**config.mk**
```make
export PLATFORM = sky130hd
export DESIGN_NAME = bus_arbiter
export DESIGN_NICKNAME = d
export VERILOG_FILES = /design/src/rtl/bus_arbiter.sv
export SDC_FILE = /design/constraint.sdc
export NUM_CORES = 1
export LEC_CHECK = 0
export BUFFER_PORTS_ARGS = -buffer_cell sky130_fd_sc_hd__buf_4
export CAP_MARGIN = 20
export CELL_PAD_IN_SITES_DETAIL_PLACEMENT = 0
export CELL_PAD_IN_SITES_GLOBAL_PLACEMENT = 1
export CORE_MARGIN = 2
export CORE_UTILIZATION = 49
export CTS_CLUSTER_DIAMETER = 150
export DETAILED_ROUTE_END_ITERATION = 6
export PLACE_DENSITY_LB_ADDON = 0.1
export SLEW_MARGIN = 20
export SYNTH_ARGS = -nofsm -noshare
export SYNTH_HDL_FRONTEND = slang
export SYNTH_SLANG_ARGS = --single-unit
```
**constraint.sdc**
```tcl
create_clock -name clk -period 5.4 [get_ports clk]
set_input_delay 0.81 -clock clk [delete_from_list [all_inputs] [get_ports clk]]
set_output_delay 0.81 -clock clk [all_outputs]
set_load 0.02 [all_outputs]
```
**src/rtl/bus_arbiter.sv**
```systemverilog
// bus_arbiter: shares one memory/I/O bus among MASTERS requesters.
// Requests and grants are active low. Grants are registered and one-hot.
// A configurable idle gap separates successive owners so that bus drivers
// never overlap. Tenure is only monitored (tenure_ovf) and never revoked.
module bus_arbiter #(
   parameter int MASTERS     = 2,
   parameter int RR_MODE     = 1,
   parameter int TURN_CYCLES = 1,
   parameter int MAX_TENURE  = 64,
   parameter int OW          = 3
) (
   input  logic               clk,
   input  logic               reset,
   input  logic [MASTERS-1:0] breq_,
   output logic [MASTERS-1:0] bgrt_,
   output logic [OW-1:0]      owner,
   output logic               bus_busy,
   output logic               tenure_ovf
);

   localparam int NP = 1 << OW;
   localparam int TW = (MAX_TENURE < 1) ? 1 : $clog2(MAX_TENURE + 1);
   localparam logic [TW-1:0]      MAX_T     = TW'(MAX_TENURE);
   localparam logic [2:0]         TURN_LOAD = (TURN_CYCLES > 0) ? 3'(TURN_CYCLES - 1) : 3'd0;
   localparam logic [OW-1:0]      LAST_IDX  = OW'(MASTERS - 1);
   localparam logic [MASTERS-1:0] ONE_HOT0  = MASTERS'(1);
   localparam logic               OVF_EN    = (MAX_TENURE != 0);

   typedef enum logic [1:0] {
      IDLE  = 2'd0,
      GRANT = 2'd1,
      TURN  = 2'd2
   } state_t;

   state_t             state_r, state_n;
   logic [MASTERS-1:0] bgrt_r, bgrt_n;
   logic [OW-1:0]      owner_r, owner_n;
   logic               busy_r, busy_n;
   logic               ovf_r, ovf_n;
   logic [OW-1:0]      rr_ptr_r, rr_ptr_n;
   logic [2:0]         turn_cnt_r, turn_n;
   logic [TW-1:0]      tenure_cnt_r, tenure_n;

   logic [NP-1:0]      req_pad_s;
   logic [OW-1:0]      ptr_sel_s;
   logic [OW:0]        pick_s;
   logic [OW-1:0]      next_ptr_s;

   // Returns {found, index}: first active request at or above ptr, wrapping
   // modulo MASTERS. Scanning from the far end lets the nearest hit win.
   function automatic logic [OW:0] pick_winner(input logic [NP-1:0] req,
                                               input logic [OW-1:0] ptr);
      logic [OW:0] cand;
      logic [OW:0] result;
      result = '0;
      for (int i = MASTERS - 1; i >= 0; i--) begin
         cand = {1'b0, ptr} + (OW+1)'(i);
         if (cand >= (OW+1)'(MASTERS)) begin
            cand = cand - (OW+1)'(MASTERS);
         end else begin
            cand = cand;
         end
         if (req[cand[OW-1:0]]) begin
            result = {1'b1, cand[OW-1:0]};
         end else begin
            result = result;
         end
      end
      return result;
   endfunction

   // Active-high request vector padded to the full index space (padding never wins) and winner pick.
   always_comb begin
      req_pad_s                = '0;
      req_pad_s[MASTERS-1:0]   = ~breq_;
      ptr_sel_s                = '0;
      next_ptr_s               = '0;
      if (RR_MODE != 0) begin
         ptr_sel_s = rr_ptr_r;
      end else begin
         ptr_sel_s = '0;
      end
      pick_s = pick_winner(req_pad_s, ptr_sel_s);
      if (RR_MODE == 0) begin
         next_ptr_s = '0;
      end else if (pick_s[OW-1:0] == LAST_IDX) begin
         next_ptr_s = '0;
      end else begin
         next_ptr_s = pick_s[OW-1:0] + OW'(1);
      end
   end

   // Next-state, next-output and counter updates for the IDLE/GRANT/TURN sequence.
   always_comb begin
      state_n  = state_r;
      bgrt_n   = bgrt_r;
      owner_n  = owner_r;
      busy_n   = busy_r;
      ovf_n    = ovf_r;
      rr_ptr_n = rr_ptr_r;
      turn_n   = turn_cnt_r;
      tenure_n = tenure_cnt_r;
      case (state_r)
         IDLE: begin
            if (pick_s[OW]) begin
               state_n  = GRANT;
               bgrt_n   = ~(ONE_HOT0 << pick_s[OW-1:0]);
               owner_n  = pick_s[OW-1:0];
               busy_n   = 1'b1;
               ovf_n    = 1'b0;
               tenure_n = '0;
               rr_ptr_n = next_ptr_s;
            end else begin
               bgrt_n = '1;
               busy_n = 1'b0;
               ovf_n  = 1'b0;
            end
         end
         GRANT: begin
            if (req_pad_s[owner_r]) begin
               // Owner keeps the bus; other requests are ignored.
               if (tenure_cnt_r < MAX_T) begin
                  tenure_n = tenure_cnt_r + TW'(1);
               end else begin
                  tenure_n = tenure_cnt_r;
               end
               ovf_n = OVF_EN & (tenure_n >= MAX_T);
            end else begin
               // Release: owner index is kept, everything else goes idle.
               bgrt_n   = '1;
               busy_n   = 1'b0;
               ovf_n    = 1'b0;
               tenure_n = '0;
               if (TURN_CYCLES == 0) begin
                  state_n = IDLE;
               end else begin
                  state_n = TURN;
                  turn_n  = TURN_LOAD;
               end
            end
         end
         TURN: begin
            if (turn_cnt_r == 3'd0) begin
               state_n = IDLE;
            end else begin
               turn_n = turn_cnt_r - 3'd1;
            end
         end
         default: begin
            state_n  = IDLE;
            bgrt_n   = '1;
            busy_n   = 1'b0;
            ovf_n    = 1'b0;
            turn_n   = 3'd0;
            tenure_n = '0;
         end
      endcase
   end

   // State and registered outputs; reset drops any grant immediately.
   always_ff @(posedge clk or posedge reset) begin
      if (reset) begin
         state_r      <= IDLE;
         bgrt_r       <= '1;
         owner_r      <= '0;
         busy_r       <= 1'b0;
         ovf_r        <= 1'b0;
         rr_ptr_r     <= '0;
         turn_cnt_r   <= 3'd0;
         tenure_cnt_r <= '0;
      end else begin
         state_r      <= state_n;
         bgrt_r       <= bgrt_n;
         owner_r      <= owner_n;
         busy_r       <= busy_n;
         ovf_r        <= ovf_n;
         rr_ptr_r     <= rr_ptr_n;
         turn_cnt_r   <= turn_n;
         tenure_cnt_r <= tenure_n;
      end
   end

   assign bgrt_      = bgrt_r;
   assign owner      = owner_r;
   assign bus_busy   = busy_r;
   assign tenure_ovf = ovf_r;

endmodule

```
# Yosys cells after proc, flatten, opt, wreduce, memory -nomap -nowiden
# Index checks and enable logic that the tools add are counted.
# word_totals
in_bits	4
output_inout_bits	7
elab_cells	72
ff_bits	22
# op_classes
reduce_logical	7
eq_ne	7
n_addsub	6
shifts	1
n_mux	32
n_lt_le_gt_ge	7
n_bitwise	4
# op_table
op	count
7-bit 2-to-1 mux	5
7-bit case mux with 3 select lines	1
3-bit 2-to-1 mux	5
3-bit by 4-bit less-than comparator with 1-bit output, second input constant	3
2-bit case mux with 3 select lines	2
2-bit 2-to-1 mux	5
1-bit binary-select mux with 3-bit select	3
3-bit case mux with 3 select lines	1
4-bit 2-to-1 mux	2
2-bit != test, second input constant	4
7-bit by 1-bit adder with 7-bit output, second input constant	1
7-bit >= comparator, second input constant	1
7-bit less-than comparator, second input constant	1
1-bit 2-to-1 mux	6
2-bit AND reduction	3
3-bit AND reduction	2
3-bit by 2-bit subtractor with 3-bit output, second input constant	2
3-bit by 1-bit adder with 4-bit output, second input constant	1
4-bit by 2-bit >= comparator with 1-bit output, second input constant	1
2-bit NOT	2
3-bit by 1-bit adder with 3-bit output, second input constant	1
3-bit by 1-bit == test with 1-bit output, second input constant	1
3-bit by 2-bit >= comparator with 1-bit output, second input constant	1
3-bit zero test	1
8 further kinds	9

# Longest topological paths before layout
# Gate-level depths: netlist of run 1.
# logic_depth
depth_word	11
depth_mapped	7
depth_no_buf	7

# Least setup slack after synthesis of run 1
# Ideal clock, no wire load.
# synth_timing
kind	input-to-reg
start	input breq_[0]
end	register tenure_cnt_r[0]
arrival_time_ns	1.884
path_buffers	0
stages	5
path_slack_ns	3.391
required_time_ns	5.275
path_cell_list	mux2_1 a211oi_2 a221oi_2 a21o_1 mux2_2
# synth_between
elab_chain_len	7
word_cells_on_any_way	13
cone_classes	eq/ne (1); mux (10); bitwise (1); reduce/logical (1)
# synth_lines
item	line_no	rtl
start, declared	14	input logic [MASTERS-1:0] breq_,
2-bit NOT *	75	req_pad_s[MASTERS-1:0] = ~breq_;
1-bit binary-select mux with 3-bit select	63	if (req[cand[OW-1:0]]) begin
1-bit 2-to-1 mux (not written as such)	63	
4-bit 2-to-1 mux (2 in a row)	63	
2-bit != test (no source line)	--	
2-bit AND reduction (no source line)	--	
end signal, assigned	179	tenure_cnt_r <= tenure_n;
end, declared	42	logic [TW-1:0] tenure_cnt_r, tenure_n;
# Mark *: on every way between the ends. The rest lies on a longest branch, timed or not. The select of a mux whose other input is x is not followed.
# A chain may end at the register's enable or synchronous reset.

# Worst setup path after layout of run 1
# layout_timing
start	register rr_ptr_r[1] (netlist: ptr_sel_s[1])
end	register owner_r[0] (netlist: owner[0])
# layout_between
elab_chain_len	8
word_cells_on_any_way	14
cone_classes	add/sub (3); order compare (2); mux (8); reduce/logical (1)
# layout_lines
item	line_no	rtl
start, declared	40	logic [OW-1:0] rr_ptr_r, rr_ptr_n;
start signal, assigned	177	rr_ptr_r <= rr_ptr_n;
3-bit by 1-bit adder with 4-bit output	57	cand = {1'b0, ptr} + (OW+1)'(i);
4-bit by 2-bit >= comparator with 1-bit output or 3-bit by 2-bit subtractor with 3-bit output (tied branches)	58, 59	
3-bit 2-to-1 mux	58	if (cand >= (OW+1)'(MASTERS)) begin
1-bit binary-select mux with 3-bit select	63	
1-bit 2-to-1 mux (not written as such)	63	
4-bit 2-to-1 mux	63	
4-bit 2-to-1 mux *	63	
2-bit AND reduction (no source line)	--	
end signal, assigned	174	owner_r <= owner_n;
end, declared	37	logic [OW-1:0] owner_r, owner_n;
# Marked as above.

==> results of run 1 <==
==> kinds of logic after synthesis <==
family	Yosys count
AOI/OAI and AO/OA	33
xor gates and xnor gates	2
adders and majority gates	8
buffers and inverters	11
DFF	22
muxes	8
and+or+nand+nor	32
==> worst min path at each step <==
stage                                           end  slack, ns  depth (start not counted)
final                     turn_cnt_r[2]$_DFFE_PP0P_       0.50                          1
after global routing      turn_cnt_r[2]$_DFFE_PP0P_       0.52                          1
after CTS                 turn_cnt_r[2]$_DFFE_PP0P_       0.49                          1
after detailed placement  turn_cnt_r[2]$_DFFE_PP0P_       0.47                          1
after global placement    turn_cnt_r[2]$_DFFE_PP0P_       0.46                          1
after floorplan           turn_cnt_r[2]$_DFFE_PP0P_       0.44                          1
==> flip-flops by register name, summed over array words and instances (netlist names) <==
name          count
turn_cnt_r        3
bus_busy          1
ptr_sel_s         3
bgrt_             2
tenure_cnt_r      7
tenure_ovf        1
owner             3
state_r           2
==> power by group through the flow <==
stage | combinational [mW] | clock (mW) | sequential (mW)
after floorplan | 0.0350 | 0 | 0.187
after global placement | 0.0423 | 0 | 0.189
after global routing | 0.0512 | 0.138 | 0.189
after CTS | 0.0442 | 0.130 | 0.187
after detailed placement | 0.0439 | 0 | 0.190
final | 0.0447 | 0.128 | 0.187
==> synthesized netlist by cell type <==
cell type / n / area share [%]
sky130_fd_sc_hd__o21ai_1: 1 / 0.41
sky130_fd_sc_hd__a21oi_1: 6 / 2.4
sky130_fd_sc_hd__or4_1: 1 / 0.61
sky130_fd_sc_hd__and2_2: 2 / 1.2
sky130_fd_sc_hd__o31ai_1: 2 / 1.2
sky130_fd_sc_hd__nand4_1: 1 / 0.51
sky130_fd_sc_hd__nand2_1: 13 / 4.0
sky130_fd_sc_hd__nand3_1: 1 / 0.41
sky130_fd_sc_hd__nor4_2: 1 / 1.0
sky130_fd_sc_hd__o21ai_0: 8 / 3.2
sky130_fd_sc_hd__nand2_4: 1 / 0.91
sky130_fd_sc_hd__dfrtp_1: 20 / 41
sky130_fd_sc_hd__a21o_2: 2 / 1.4
sky130_fd_sc_hd__ha_1: 8 / 8.1
sky130_fd_sc_hd__a21o_1: 1 / 0.61
sky130_fd_sc_hd__a211oi_2: 2 / 2.0
sky130_fd_sc_hd__nor2_1: 7 / 2.1
sky130_fd_sc_hd__mux2_4: 2 / 2.4
sky130_fd_sc_hd__a221oi_2: 1 / 1.2
sky130_fd_sc_hd__a21oi_2: 1 / 0.71
sky130_fd_sc_hd__o41ai_1: 1 / 0.71
sky130_fd_sc_hd__mux2i_1: 2 / 1.6
sky130_fd_sc_hd__mux2_2: 3 / 2.7
sky130_fd_sc_hd__o22ai_1: 1 / 0.51
sky130_fd_sc_hd__nand2b_1: 2 / 1.0
sky130_fd_sc_hd__inv_1: 9 / 2.7
sky130_fd_sc_hd__o41ai_2: 1 / 1.3
sky130_fd_sc_hd__xor2_1: 1 / 0.71
sky130_fd_sc_hd__buf_2: 1 / 0.41
sky130_fd_sc_hd__buf_4: 1 / 0.61
sky130_fd_sc_hd__o32ai_1: 1 / 0.71
sky130_fd_sc_hd__dfstp_2: 2 / 4.3
sky130_fd_sc_hd__a31oi_1: 1 / 0.51
sky130_fd_sc_hd__nor3_1: 1 / 0.41
sky130_fd_sc_hd__o21ba_2: 1 / 0.81
sky130_fd_sc_hd__a22o_1: 1 / 0.71
sky130_fd_sc_hd__a2111oi_0: 1 / 0.71
sky130_fd_sc_hd__and4_1: 1 / 0.71
sky130_fd_sc_hd__xnor2_1: 1 / 0.71
sky130_fd_sc_hd__o22a_2: 1 / 0.81
sky130_fd_sc_hd__nand2b_4: 1 / 1.1
sky130_fd_sc_hd__mux2_1: 1 / 0.91
==> cell type report <==
cell class              count  share of cell area, %
well taps                  30                   2.71
flip-flops and latches     22                   39.9
inverters                   9                   2.44
clock inverters             1                   2.17
multi-input cells          83                   45.7
clock buffers               3                   1.63
repair buffers             10                   5.42
==> through the flow <==
stage,cell area [µm²],util (%),power (mW)
final,1390,56.9,0.360
after CTS,1390,56.9,0.361
after detailed placement,1330,54.8,0.234
after global routing,1390,56.9,0.378
after global placement,1330,54.8,0.232
after floorplan,1230,-,0.222
==> layer usage <==
metal | GRT usage, % | routed length, µm | vias to the layer above
met4 | 7.50 | 22 | 0
met3 | 2.78 | 68 | 4
met1 | 23.3 | 1120 | 433
met5 | 0 | 0 | -
met2 | 30.5 | 1160 | 11
li1 | - | - | 438
==> Implementation_results.wiki, run 1 <==
{| class="wikitable"
! Metric !! Value
|-
| Outcome || finished clean
|-
| First-iteration detailed-routing DRC count || 5
|-
| Slew at the pin closest to its max-slew limit || 0.844 ns
|-
| Finish-stage setup viols || 0
|-
| Post-synthesis average cell area || 10.6 µm²
|-
| Combinational power share || 12.4%
|-
| Clock period minus worst slack || 2.10 ns
|-
| Std-Cell Rows || 18
|-
| Fraction of the mapped netlist area in adder cells || 8.12%
|-
| Placer Congestion || 0.813
|-
| Port buffer count || 10
|-
| FF-to-FF setup slack || 3.30 ns
|-
| Maximum cell stage delay along the critical path || 0.47 ns
|-
| Filler-free cell count of the finished design || 158
|-
| Leakage component of the power || 0.662 nW
|-
| Critical Path AT || 2.30 ns
|-
| Number of gates resized after cts || 0
|-
| Clock Latency Late Sink || 0.32 ns
|-
| Post-placement cell count || 154
|-
| Worst reg2reg endpoint || owner[0]$_DFFE_PP0P_
|-
| Top-Level Pins || 11
|-
| Via count of the first global-routing pass || 847
|-
| Clk network pwr share || 35.7%
|-
| Top fanout value on the critical path || 6
|-
| Post-Syn Area || 0.00123 mm²
|-
| Clock tree root buffer cell || sky130_fd_sc_hd__clkbuf_4
|-
| Synth Warn # || 0
|-
| CP Cell Sequence || inv_1 > ha_1 > nand2b_1 > mux2i_1 > nand2_1 > mux2_4 > mux2_2
|-
| Reg clk slew, reported paths || 0.14 ns
|-
| Timing startpoint of the critical path || ptr_sel_s[1]$_DFFE_PP0P_
|-
| Hold slack final || 0.497 ns
|-
| CP Data Required Time || 5.60 ns
|-
| Accumulated negative setup slack || 0 ns
|-
| Fillers || 220
|-
| Class of the tightest hold or removal check || reg2reg
|-
| Sequential-to-total area share from yosys stat || 44.9%
|-
| Dominant combinational cell family by area after synthesis || compound AO/OA/AOI/OAI gates
|-
| Maximum number of pins on one net before global-route repair || 23
|-
| Peak Freq || 476 MHz
|-
| Leading cell types in the layout, fill and taps excluded || sky130_fd_sc_hd__dfrtp_1 (20), sky130_fd_sc_hd__nand2_1 (13), sky130_fd_sc_hd__buf_4 (10), sky130_fd_sc_hd__inv_1 (9)
|-
| Internal power of the cells || 0.272 mW
|-
| Via total after detailed routing || 886
|-
| DRC violations left || 0
|-
| Seq pwr share || 51.9%
|-
| Area grow syn2layout || 12.4%
|-
| Sequential cell area || 553 µm²
|-
| Number of vias per cell after detailed routing || 5.61
|-
| Final clock period utilization by the worst path || 38.9%
|-
| Worst flop-to-flop path startpoint || ptr_sel_s[1]$_DFFE_PP0P_
|-
| Switching Power || 0.0876 mW
|-
| Launching element type of the critical path || register
|-
| Kind of cell adding the most delay to the critical path || multiplexers
|-
| CP Class || reg2reg
|-
| Global-route wire length before repair || 3.80 mm
|-
| Maximum count of clock buffers along a single path || 2
|-
| Overall Global Routing Usage || 18.2%
|-
| Critical-path cell with the highest stage delay || sky130_fd_sc_hd__dfrtp_1
|-
| Nature of the critical path endpoint || register
|-
| Post-DP HPWL || 1.79 mm
|-
| Worst setup slack after placement || 3.14 ns
|-
| Number of buffers and inverters on the critical path || 1
|-
| Slack of the critical path || 3.30 ns
|-
| Core outline area || 0.00243 mm²
|-
| Total Wirelength || 2.38 mm
|-
| Yosys cell types || 42
|-
| Total nets after synthesis || 128
|-
| Fraction of power spent switching nets || 24.3%
|-
| Cts bufs inserted || 3
|-
| Most common cell after layout, fill and taps aside || sky130_fd_sc_hd__dfrtp_1
|-
| Die Wd || 54.2 µm
|-
| Max-cap viol count || 0
|-
| Worst clock skew || 0.0177 ns
|-
| Final number of hold-violating endpoints || 0
|-
| Nets || 141
|-
| Share of cell area taken by muxes after synthesis || 7.72%
|-
| Starting utilization of the core area || 50.7%
|-
| Area of the multi-input gates || 633 µm²
|-
| Cell Pwr Density || 260 mW/mm²
|-
| Die ar. || 0.00293 mm²
|-
| Number of setup buffers added after CTS || 0
|-
| Worst path depth || 7
|-
| H-Tree Depth || 1
|-
| Die Y-Extent || 54.2 µm
|-
| Cts hold-fix bufs || 0
|-
| Setup repair after global routing missed its margin || no
|-
| Antenna violations before repair || 0
|-
| Last element of the critical path || owner[0]$_DFFE_PP0P_
|-
| Routed length per placed instance || 15.1 µm
|-
| Area share of xor/xnor cells in the synthesized design || 1.42%
|-
| Clock tree from TritonCTS || yes
|-
| Total count of max-transition violations in the final report || 0
|-
| First-pass iteration count of the detailed router || 3
|-
| Flip-flop and latch count after synthesis || 22
|-
| Proportion of layout cells with a drive suffix above 1 || 27.3%
|-
| Reg2reg path depth || 7
|-
| Antenna cell count || 0
|-
| Total gr overflow || 0
|-
| Complex-gate fraction of the synthesized area || 20.1%
|-
| Slew Limit Headroom || 43.7%
|-
| Largest voltage drop on the vdd net || 185 µV
|-
| Area share of and/or/nand/nor cells after synthesis || 14.0%
|-
| Synthesized instance count || 116
|-
| TritonCTS Sinks || 22
|-
| HP Start || turn_cnt_r[2]$_DFFE_PP0P_
|-
| Count of nets left with antenna violations after detail routing || 0
|}
No activity file was read; power rests on OpenSTA's default activity.
==> run 2: changes to the inputs <==
--- a/config.mk
+++ b/config.mk
@@ -5,12 +5,13 @@
 export SDC_FILE = /design/constraint.sdc
 export NUM_CORES = 1
 export LEC_CHECK = 0
+export ABC_AREA = 1
 export BUFFER_PORTS_ARGS = -buffer_cell sky130_fd_sc_hd__buf_4
 export CAP_MARGIN = 20
 export CELL_PAD_IN_SITES_DETAIL_PLACEMENT = 0
 export CELL_PAD_IN_SITES_GLOBAL_PLACEMENT = 1
 export CORE_MARGIN = 2
-export CORE_UTILIZATION = 49
+export CORE_UTILIZATION = 43
 export CTS_CLUSTER_DIAMETER = 150
 export DETAILED_ROUTE_END_ITERATION = 6
 export PLACE_DENSITY_LB_ADDON = 0.1
==> constraint.sdc (replaced) <==
create_clock -name clk -period 2.05 [get_ports clk]
set_input_delay 0.3075 -clock clk [delete_from_list [all_inputs] [get_ports clk]]
set_output_delay 0.3075 -clock clk [all_outputs]
set_load 0.02 [all_outputs]
==> Implementation_results.wiki, run 2 <==
{| class="wikitable"
! Metric !! Value
|-
| Largest register FFs || 7 (unchanged)
|-
| Antenna violations before repair || 0 (unchanged)
|-
| Cts bufs inserted || 3 (unchanged)
|-
| Total Wirelength || 2.52 mm (+6.0%)
|-
| Synthesized instance count || 167 (+44%)
|-
| Proportion of layout cells with a drive suffix above 1 || 19.2% (-8.1 points)
|-
| Largest voltage drop on the vdd net || 210 µV (+14%)
|-
| Final clock period utilization by the worst path || 77.1% (+38 points)
|-
| Port buffer count || 10 (unchanged)
|-
| Number of vias per cell after detailed routing || 4.97 (-11%)
|-
| Async set-reset flop share out of synthesis || 100% (unchanged)
|-
| Clock tree from TritonCTS || yes
|-
| Maximum count of clock buffers along a single path || 2 (unchanged)
|-
| Overall Global Routing Usage || 16.8% (-1.4 points)
|-
| Std-Cell Rows || 19 (+1)
|-
| Nature of the critical path endpoint || register
|-
| Slew Limit Headroom || 73.8% (+30 points)
|-
| Cell Pwr Density || 482 mW/mm² (+85%)
|-
| Number of setup buffers added after CTS || 0 (unchanged)
|-
| TritonCTS Sinks || 22 (unchanged)
|-
| Die Y-Extent || 59.1 µm (+9.2%)
|-
| Peak Freq || 633 MHz (+33%)
|-
| Total nets after synthesis || 179 (+40%)
|-
| Launching element type of the critical path || register
|-
| Leakage component of the power || 0.846 nW (+28%)
|-
| Via total after detailed routing || 1,058 (+19%)
|-
| Flip-flop and latch count after synthesis || 22 (unchanged)
|-
| Antenna cell count || 0 (unchanged)
|-
| Nets || 195 (+38%)
|-
| Routed length per placed instance || 11.8 µm (-21%)
|-
| Clock period minus worst slack || 1.58 ns (-0.520 ns)
|-
| Reg clk slew, reported paths || 0.13 ns (about the same)
|-
| CP Class || reg2reg
|-
| Core outline area || 0.00283 mm² (+16%)
|-
| Total count of max-transition violations in the final report || 0 (unchanged)
|-
| Die Wd || 59.1 µm (+9.2%)
|-
| Starting utilization of the core area || 46.2% (-4.5 points)
|-
| Sequential-to-total area share from yosys stat || 42.3% (-2.5 points)
|-
| DRC violations left || 0 (unchanged)
|-
| Max-cap viol count || 0 (unchanged)
|-
| Total gr overflow || 0 (unchanged)
|-
| Post-synthesis average cell area || 7.82 µm² (-26%)
|-
| Class of the tightest hold or removal check || in2async
|-
| Tot Pwr || 0.706 mW (+96%)
|-
| Accumulated negative setup slack || 0 ns (unchanged)
|-
| Synth Warn # || 0 (unchanged)
|-
| Most common cell after layout, fill and taps aside || sky130_fd_sc_hd__nand2_1
|-
| Top fanout value on the critical path || 7 (+1)
|-
| Count of nets left with antenna violations after detail routing || 0 (unchanged)
|-
| Top cell type by total area after synthesis || sky130_fd_sc_hd__dfrtp_1
|-
| Leading cell types in the layout, fill and taps excluded || sky130_fd_sc_hd__nand2_1 (63), sky130_fd_sc_hd__inv_1 (21), sky130_fd_sc_hd__dfrtp_1 (20), sky130_fd_sc_hd__buf_4 (11), sky130_fd_sc_hd__nor2_1 (9)
|-
| Finished Core Util || 51.7% (-5.2 points)
|-
| Post-Syn Area || 0.00131 mm² (+6.0%)
|-
| Fillers || 285 (+30%)
|-
| Global-route wire length before repair || 4.52 mm (+19%)
|-
| Placer Congestion || 0.797 (-1.9%)
|-
| H-Tree Depth || 1 (unchanged)
|-
| Leading post-synthesis cells by cell area || sky130_fd_sc_hd__dfrtp_1 (38%), sky130_fd_sc_hd__nand2_1 (18%), sky130_fd_sc_hd__ha_1 (7.7%), sky130_fd_sc_hd__inv_1 (6.0%), sky130_fd_sc_hd__dfstp_2 (4.0%)
|-
| Top cell type's share of synthesized area || 38.3% (-2.3 points)
|-
| Most common cell in the netlist || sky130_fd_sc_hd__nand2_1
|-
| Clock tree root buffer cell || sky130_fd_sc_hd__clkbuf_4
|-
| Synth top cells by count || sky130_fd_sc_hd__nand2_1 (63), sky130_fd_sc_hd__inv_1 (21), sky130_fd_sc_hd__dfrtp_1 (20)
|-
| Yosys cell types || 23 (-45%)
|-
| CP Data Required Time || 2.27 ns (-3.33 ns)
|-
| Maximum number of pins on one net before global-route repair || 23 (unchanged)
|-
| Cts hold-fix bufs || 0 (unchanged)
|-
| Number of enable-type register cells in the synthesized netlist || 0 (unchanged)
|-
| First-iteration detailed-routing DRC count || 59 (+54)
|-
| Final number of hold-violating endpoints || 0 (unchanged)
|-
| Most used flip-flop cell after synthesis || sky130_fd_sc_hd__dfrtp_1
|-
| Top-Level Pins || 11 (unchanged)
|-
| Worst clock skew || 0.00487 ns (-0.0128 ns)
|-
| Number of gates resized after cts || 0 (unchanged)
|-
| Outcome || finished clean
|-
| Register containing the most flip-flops in the final layout || tenure_cnt_r
|-
| Clock Latency Late Sink || 0.31 ns (about the same)
|-
| Slew at the pin closest to its max-slew limit || 0.391 ns (-0.453 ns)
|-
| Finish-stage setup viols || 0 (unchanged)
|-
| Post-DP HPWL || 1.84 mm (+3.2%)
|-
| Die ar. || 0.00349 mm² (+19%)
|-
| Via count of the first global-routing pass || 1,007 (+19%)
|-
| Area grow syn2layout || 12.1%
|-
| Setup repair after global routing missed its margin || no
|-
| First-pass iteration count of the detailed router || 4 (+1)
|-
| Critical Path AT || 1.80 ns (-0.50 ns)
|}
-- run 2: layout make-up --
class / instances / area (µm²) / share of cell area [%]
Inverter: 23 / 86.3 / 5.90
Tap cell: 31 / 38.8 / 2.65
Timing Repair Buffer: 11 / 82.6 / 5.64
Sequential cell: 22 / 553 / 37.8
Multi-Input combinational cell: 122 / 667 / 45.6
Clock buffer: 4 / 36.3 / 2.48
-- run 2: final timing paths --
| path | start | end | slack [ns] | cells after the start |
|---|---|---|---|---|
| setup / recovery | ptr_sel_s[1]$_DFFE_PP0P_ | ptr_sel_s[2]$_DFFE_PP0P_ | 0.47 | 10 |
| hold / removal | reset | turn_cnt_r[2]$_DFFE_PP0P_ | 0.008 | 3 |
| setup reg to reg | ptr_sel_s[1]$_DFFE_PP0P_ | ptr_sel_s[2]$_DFFE_PP0P_ | 0.47 | 10 |
| hold reg to reg | turn_cnt_r[0]$_DFFE_PP0P_ | turn_cnt_r[0]$_DFFE_PP0P_ | 0.49 | 1 |
| max in group asynchronous | reset | bgrt_[1]$_DFFE_PP1P_ | 1.76 | 3 |
| min in group clk | breq_[0] | state_r[0]$_DFFE_PP0P_ | 0.38 | 4 |
-- run 2: logic make-up after synthesis --
family,Yosys count,synth area share (%)
flip-flops,22,42.3
AO/OA/AOI/OAI,11,5.08
adder cells (fa/ha/maj),8,7.66
AND/OR/NAND/NOR,98,35.0
buffers and inverters,23,6.61
XOR/XNOR,5,3.35
-- run 2: critical path: stages (launching register included) --
cell,delay [ns]
sky130_fd_sc_hd__dfrtp_1,0.45
sky130_fd_sc_hd__inv_1,0.11
sky130_fd_sc_hd__ha_1,0.22
sky130_fd_sc_hd__nand2_1,0.07
sky130_fd_sc_hd__nand2_1,0.08
sky130_fd_sc_hd__nor2_4,0.10
sky130_fd_sc_hd__nand3_2,0.12
sky130_fd_sc_hd__nand2_2,0.10
sky130_fd_sc_hd__nand2_4,0.08
sky130_fd_sc_hd__inv_2,0.12
sky130_fd_sc_hd__nor2_1,0.05
-- run 2: through the flow --
| step | cells | hold slack (ns) | instance area [µm²] | setup slack, ns |
|---|---|---|---|---|
| finish | 213 | 0.00756 | 1460 | 0.470 |
| global route | 213 | 0.0109 | 1460 | 0.315 |
| CTS | 213 | 0.0207 | 1460 | 0.449 |
| detailed placement | 209 | 0.374 | 1430 | 0.470 |
| global placement | 209 | 0.370 | 1430 | 0.475 |
| floorplan | 167 | 0.295 | 1310 | 0.666 |
-- run 2: where the power goes --
| part | switching, mW | internal [mW] |
|---|---|---|
| clock | 0.140 | 0.109 |
| sequential | 0 | 0.434 |
| combinational | 0.0147 | 0.00786 |
-- run 2: layer usage --
metal / part of all wire, % / track usage (%) / wire length [µm]
met5: 0 / 0 / 0
met4: 1.4 / 6.17 / 36
met3: 3.5 / 2.62 / 88
met2: 46 / 25.4 / 1170
met1: 49 / 24.3 / 1220
